--- config.mk ---
export PLATFORM = sky130hd
export DESIGN_NAME = intersection_scheduler
export DESIGN_NICKNAME = d
export VERILOG_FILES = /design/src/rtl/traffic_pkg.sv /design/src/rtl/phase_timer.sv /design/src/rtl/intersection_scheduler.sv
export SDC_FILE = /design/constraint.sdc
export NUM_CORES = 1
export LEC_CHECK = 0
export BUFFER_PORTS_ARGS = -buffer_cell sky130_fd_sc_hd__buf_2
export CORE_MARGIN = 2
export CORE_UTILIZATION = 55
export CTS_BUF_LIST = sky130_fd_sc_hd__clkbuf_2
export DETAILED_ROUTE_END_ITERATION = 16
export GPL_TIMING_DRIVEN = 0
export PLACE_DENSITY = 0.75
export SYNTH_ARGS = -nofsm -noshare
export SYNTH_HDL_FRONTEND = slang
export SYNTH_HIERARCHICAL = 1
export SYNTH_SLANG_ARGS = --single-unit
--- constraint.sdc ---
create_clock -name clk -period 4.68 [get_ports clk]
set_input_delay 0.234 -clock clk [delete_from_list [all_inputs] [get_ports clk]]
set_output_delay 0.234 -clock clk [all_outputs]
set_load 0.05 [all_outputs]
--- src/rtl/traffic_pkg.sv ---
// Shared definitions for the intersection scheduler: state encodings,
// default phase durations and the lamp decode helper.
package traffic_pkg;

  // Encodings are visible on the debug phase port, so they are fixed.
  typedef enum logic [2:0] {
    NS_GREEN  = 3'd0,
    NS_YELLOW = 3'd1,
    ALLRED_A  = 3'd2,
    PED_WALK  = 3'd3,
    EW_GREEN  = 3'd4,
    EW_YELLOW = 3'd5,
    ALLRED_B  = 3'd6
  } state_t;

  // Default durations in clock cycles.
  localparam int GREEN_T_DEF  = 8;
  localparam int YELLOW_T_DEF = 2;
  localparam int ALLRED_T_DEF = 1;
  localparam int WALK_T_DEF   = 4;
  localparam int CNT_W_DEF    = 8;

  typedef struct packed {
    logic ns_red;
    logic ns_yellow;
    logic ns_green;
    logic ew_red;
    logic ew_yellow;
    logic ew_green;
    logic walk;
  } lamps_t;

  // One lamp per direction; red is the default for every state that does
  // not explicitly grant that direction.
  function automatic lamps_t decode_lamps(input state_t s);
    lamps_t l;
    l.ns_green  = (s == NS_GREEN);
    l.ns_yellow = (s == NS_YELLOW);
    l.ns_red    = !(l.ns_green || l.ns_yellow);
    l.ew_green  = (s == EW_GREEN);
    l.ew_yellow = (s == EW_YELLOW);
    l.ew_red    = !(l.ew_green || l.ew_yellow);
    l.walk      = (s == PED_WALK);
    return l;
  endfunction

endpackage

--- src/rtl/phase_timer.sv ---
// Countdown timer for the current phase: load on state entry, count down
// to zero and hold there until the next load.
module phase_timer #(
  parameter int CNT_W = 8
) (
  input  logic             clk,
  input  logic             load,
  input  logic [CNT_W-1:0] load_val,
  output logic             zero
);

  logic [CNT_W-1:0] count;

  // Load has priority; the owner asserts load during reset so the timer
  // needs no reset of its own.
  always_ff @(posedge clk) begin
    // NOTE: registers are always updated with non-blocking assignments so
    // every flop samples pre-edge values regardless of statement order.
    if (load) begin
      count <= load_val;
    end else if (count != '0) begin
      count <= count - 1'b1;
    end
  end

  assign zero = (count == '0);

endmodule

--- src/rtl/intersection_scheduler.sv ---
// Two-road intersection sequencer with pedestrian walk phase. The main road
// rests on green until a side-road car or a pedestrian asks for service.
module intersection_scheduler
  import traffic_pkg::*;
#(
  parameter int GREEN_T  = GREEN_T_DEF,
  parameter int YELLOW_T = YELLOW_T_DEF,
  parameter int ALLRED_T = ALLRED_T_DEF,
  parameter int WALK_T   = WALK_T_DEF,
  parameter int CNT_W    = CNT_W_DEF
) (
  input  logic       clk,
  input  logic       reset,
  input  logic       ew_sensor,
  input  logic       ped_req,
  output logic       ns_red,
  output logic       ns_yellow,
  output logic       ns_green,
  output logic       ew_red,
  output logic       ew_yellow,
  output logic       ew_green,
  output logic       walk,
  output logic [2:0] phase
);

  state_t           state;
  state_t           next_state;
  lamps_t           lamps;
  logic             ew_pending;
  logic             ped_pending;
  logic             timer_zero;
  logic             timer_load;
  logic [CNT_W-1:0] timer_val;

  // Timer reload value is the duration of the state being entered, minus
  // one, so that each state lasts exactly its duration.
  function automatic logic [CNT_W-1:0] phase_len(input state_t s);
    case (s)
      NS_GREEN, EW_GREEN:    phase_len = CNT_W'(GREEN_T - 1);
      NS_YELLOW, EW_YELLOW:  phase_len = CNT_W'(YELLOW_T - 1);
      ALLRED_A, ALLRED_B:    phase_len = CNT_W'(ALLRED_T - 1);
      PED_WALK:              phase_len = CNT_W'(WALK_T - 1);
      default:               phase_len = CNT_W'(GREEN_T - 1);
    endcase
  endfunction

  // Next-state selection: a state is only left in the cycle its timer is 0.
  always_comb begin
    // NOTE: default first so every path assigns next_state and no latch forms.
    next_state = state;
    if (timer_zero) begin
      case (state)
        NS_GREEN:  if (ew_pending || ped_pending) next_state = NS_YELLOW;
        NS_YELLOW: next_state = ALLRED_A;
        ALLRED_A:  next_state = ped_pending ? PED_WALK : EW_GREEN;
        PED_WALK:  next_state = ew_pending ? EW_GREEN : ALLRED_B;
        EW_GREEN:  next_state = EW_YELLOW;
        EW_YELLOW: next_state = ALLRED_B;
        ALLRED_B:  next_state = NS_GREEN;
        default:   next_state = NS_GREEN;
      endcase
    end
  end

  // Every transition changes state, so "state differs" marks a state entry.
  // Resting on NS green does not reload, leaving the timer parked at 0.
  assign timer_load = reset || (next_state != state);
  assign timer_val  = reset ? phase_len(NS_GREEN) : phase_len(next_state);

  phase_timer #(
    .CNT_W (CNT_W)
  ) u_timer (
    .clk      (clk),
    .load     (timer_load),
    .load_val (timer_val),
    .zero     (timer_zero)
  );

  // State, request latches and registered lamp outputs.
  always_ff @(posedge clk) begin
    // NOTE: reset is synchronous and checked first so it overrides any
    // transition or request in the same cycle, including mid-phase.
    if (reset) begin
      state       <= NS_GREEN;
      ew_pending  <= 1'b0;
      ped_pending <= 1'b0;
      lamps       <= decode_lamps(NS_GREEN);
    end else begin
      state <= next_state;
      lamps <= decode_lamps(next_state);
      // Clearing on entry wins over a sensor sample in that same cycle.
      if (next_state == EW_GREEN && state != EW_GREEN) begin
        ew_pending <= 1'b0;
      end else if (ew_sensor) begin
        ew_pending <= 1'b1;
      end
      // Button presses during the walk itself are ignored.
      if (next_state == PED_WALK && state != PED_WALK) begin
        ped_pending <= 1'b0;
      end else if (ped_req && state != PED_WALK) begin
        ped_pending <= 1'b1;
      end
    end
  end

  assign ns_red    = lamps.ns_red;
  assign ns_yellow = lamps.ns_yellow;
  assign ns_green  = lamps.ns_green;
  assign ew_red    = lamps.ew_red;
  assign ew_yellow = lamps.ew_yellow;
  assign ew_green  = lamps.ew_green;
  assign walk      = lamps.walk;
  assign phase     = state;

endmodule

==> flow_metrics.tcl <==
set metrics [dict create \
    vias 870 \
    synth_edf_count 8 \
    grt_pass1_wl_um 3580 \
    grt_start_max_net_pins 12 \
    drv_cap 0 \
    area_growth_syn_to_layout_pct 11.4 \
    ff_latch_area_um2 480 \
    cts_tree "done" \
    skew_ps 20.8 \
    hold_viol 0 \
    post_cts_buffers 0 \
    synth-seq-cells 20 \
    place_area_um2 1240 \
    max-vdd-ir-drop_mv 0.192 \
    clk_pin_slew_ps 190 \
    critPathMaxFanout 6 \
    die_h_um 49.4 \
    intPower_w 0.000229 \
    fmax_mhz 353 \
    rr_worst_depth 9 \
    num-fill-cells 175 \
    worstHoldPathType "input port to register" \
    cts_root_buffer "clkbuf_2" \
    clkPwrFrac 0.238 \
    nets 147 \
    die_w_um 49.4 \
    die_area_um2 2440 \
    cpPeakStageDelay_ps 500 \
    drtAntennaViolNets 0 \
    finish.instance_area_um2 1260 \
    criticalPathCategory "register to register" \
    setup_violations 0 \
    synth_flop_cell "dfxtp_1" \
    timing.final.crit_share 0.605 \
    outcome "finished clean" \
    cts.sinks 20 \
    io_pins 14 \
    antenna_found_initial 0 \
    p_sw_frac 0.248 \
    cts-htree-levels 1 \
    comb_power_share 0.101 \
    ys_seq_area_frac 0.424 \
    slowest_stage "edfxtp_1" \
    cts_resized 0 \
    crit_path_end_kind "register" \
    p_leak_nw 0.592 \
    min_to "ew_pending" \
    wire_per_inst_um 12.3 \
    io_buffers 12 \
    gr-total-overflow 0 \
    dr.pass1.iters 4 \
    worst_setup_path_start_kind "register" \
    syn-mean-instance-area_um2 9.85 \
    finalCriticalPeriod_ps 2830 \
    reg2reg_from "u_timer/count[2]" \
    hold_depth 3 \
    power.density_nw_per_um2 241 \
    multi_input_area_um2 621 \
    dpl.hpwl_um 1510 \
    n_antenna_cell 0 \
    cts_buffers 3 \
    post-place-cells 158 \
    finalMaxSlewViolations 0 \
    fin_cells 162 \
    via_per_inst 5.37 \
    hold_slack_ps 206 \
    path_cells "nor4_2 > and3_1 > inv_1 > a211o_2 > nand2_1 > ha_1 > or2_2 > inv_1 > mux2i_1" \
    power.switching_w 0.0000756 \
    drive_above_1_share 0.222 \
    grt_pass1_vias 835 \
    syn_inst 115 \
    tns_ps 0 \
    worstHoldStart "ew_sensor" \
    ctsLongestPathBuffers 2 \
    regToRegSetupSlack_ps 1850 \
    grt.total_usage 0.192 \
    fin_util 0.649 \
    place_congestion 0.851 \
    critPathBufInv 2 \
    coreArea_um2 1940 \
    hold_buffers 0 \
    yosysWarnings 6 \
    clk_latency_ps 310 \
    row_count 16 \
    drt-total-wl_um 1990 \
    cp.required_ps 4760 \
    power.share.sequential 0.662 \
    crit_path_frequent_cell "inv_1" \
    rsz0062_at_grt "no" \
    reg2reg_to "u_timer/count[1]" \
    cp.arrival_ps 2910 \
    synthDistinctLibCells 45 \
    start_util 0.583 \
    synth-async-reset-ratio 0 \
    crit_family "simple AND/OR/NAND/NOR gates" \
    syn_area_um2 1130 \
    drc 0 \
    drtIter0Drc 11 \
]
==> synth_stat cells (2+ instances only) <==
| cell type | count | area, um2 |
|---|---|---|
| nand2b_1 | 3 | 18.8 |
| nor3_1 | 2 | 10.0 |
| and3_1 | 5 | 31.3 |
| o21ai_0 | 3 | 15.0 |
| inv_1 | 6 | 22.5 |
| a21o_1 | 2 | 15.0 |
| and2_1 | 3 | 18.8 |
| nor2_1 | 9 | 33.8 |
| edfxtp_1 | 8 | 240 |
| o21ai_1 | 2 | 10.0 |
| xnor2_1 | 2 | 17.5 |
| ha_1 | 7 | 87.6 |
| nand2_1 | 9 | 33.8 |
| nand3_1 | 5 | 25.0 |
| clkbuf_1 | 2 | 7.51 |
| dfxtp_1 | 12 | 240 |
| or2_2 | 2 | 12.5 |
| a21oi_1 | 6 | 30.0 |
==> per-layer routing <==
layer	vias up	GRT usage	part of all wire	wire (um)
met5	-	0	0	0
met4	0	0.0787	0.016	31
met3	5	0.0399	0.028	56
met2	18	0.347	0.52	1030
met1	402	0.218	0.44	870
li1	445	-	-	-
==> power by group through the flow <==
stage	registers (W)	clock network, W	logic, W
6_report	0.000201	0.0000724	0.0000307
5_1_grt	0.000203	0.0000870	0.0000356
4_1_cts	0.000201	0.0000766	0.0000308
3_5_place_dp	0.000205	0	0.0000305
3_3_place_gp	0.000205	0	0.0000296
2_1_floorplan	0.000203	0	0.0000251
==> flip-flops by register name, summed over array words and instances, names as in the netlist <==
register,flops
u_timer/count,8
phase,3
ew_green,1
ew_pending,1
ew_red,1
ew_yellow,1
ns_green,1
ns_red,1
ns_yellow,1
ped_pending,1
walk,1
==> final cells by class <==
cell class	count	area share
multi-input cells	89	0.492
flip-flops and latches	20	0.381
inverters	6	0.0179
well taps	27	0.0268
plain buffers	4	0.0188
clock buffers	4	0.0159
repair buffers	12	0.0476
==> worst max-delay path by stage <==
stage                           from                to  slack [ps]  depth (start not counted)
finish              u_timer/count[2]  u_timer/count[1]        1850                          9
global route        u_timer/count[2]  u_timer/count[2]        1590                         11
CTS                 u_timer/count[2]  u_timer/count[1]        1860                          9
detailed placement  u_timer/count[2]  u_timer/count[1]        1870                          9
global placement    u_timer/count[2]  u_timer/count[1]        1900                          9
floorplan           u_timer/count[2]  u_timer/count[1]        2140                          8
==> cells by family (layout without fill, tap and decap cells) <==
family	Yosys count	in the layout	synth area share
buffers and inverters	10	26	0.0409
xor gates and xnor gates	2	2	0.0155
other	1	5	0.00331
and+or+nand+nor	51	51	0.266
muxes	1	1	0.00884
adders and majority gates	7	7	0.0773
AOI/OAI and AO/OA	23	23	0.164
DFF	20	20	0.424
==> worst register-to-register path: stages (launching register included) <==
cell and delay, ps:
edfxtp_1 500, nor4_2 480, and3_1 450, inv_1 130, a211o_2 300, nand2_1 120
ha_1 250, or2_2 290, inv_1 50, mux2i_1 60
==> through the flow <==
stage / setup WS, ps / total power, W
after CTS: 1860 / 0.000309
after detailed placement: 1870 / 0.000236
after global placement: 1900 / 0.000234
after global routing: 1590 / 0.000326
after floorplan: 2140 / 0.000228
final: 1850 / 0.000305
==> cell usage in the layout (no fill, tap or decap), types with 2 or more instances in the layout <==
cell      count
buf_2        13
dfxtp_1      12
nor2_1        9
nand2_1       9
edfxtp_1      8
ha_1          7
a21oi_1       6
inv_1         6
and3_1        5
nand3_1       5
conb_1        5
clkbuf_2      4
and2_1        3
nand2b_1      3
o21ai_0       3
clkbuf_1      2
or2_2         2
o21ai_1       2
nor3_1        2
a21o_1        2
xnor2_1       2
No activity file was read; power rests on OpenSTA's default activity.
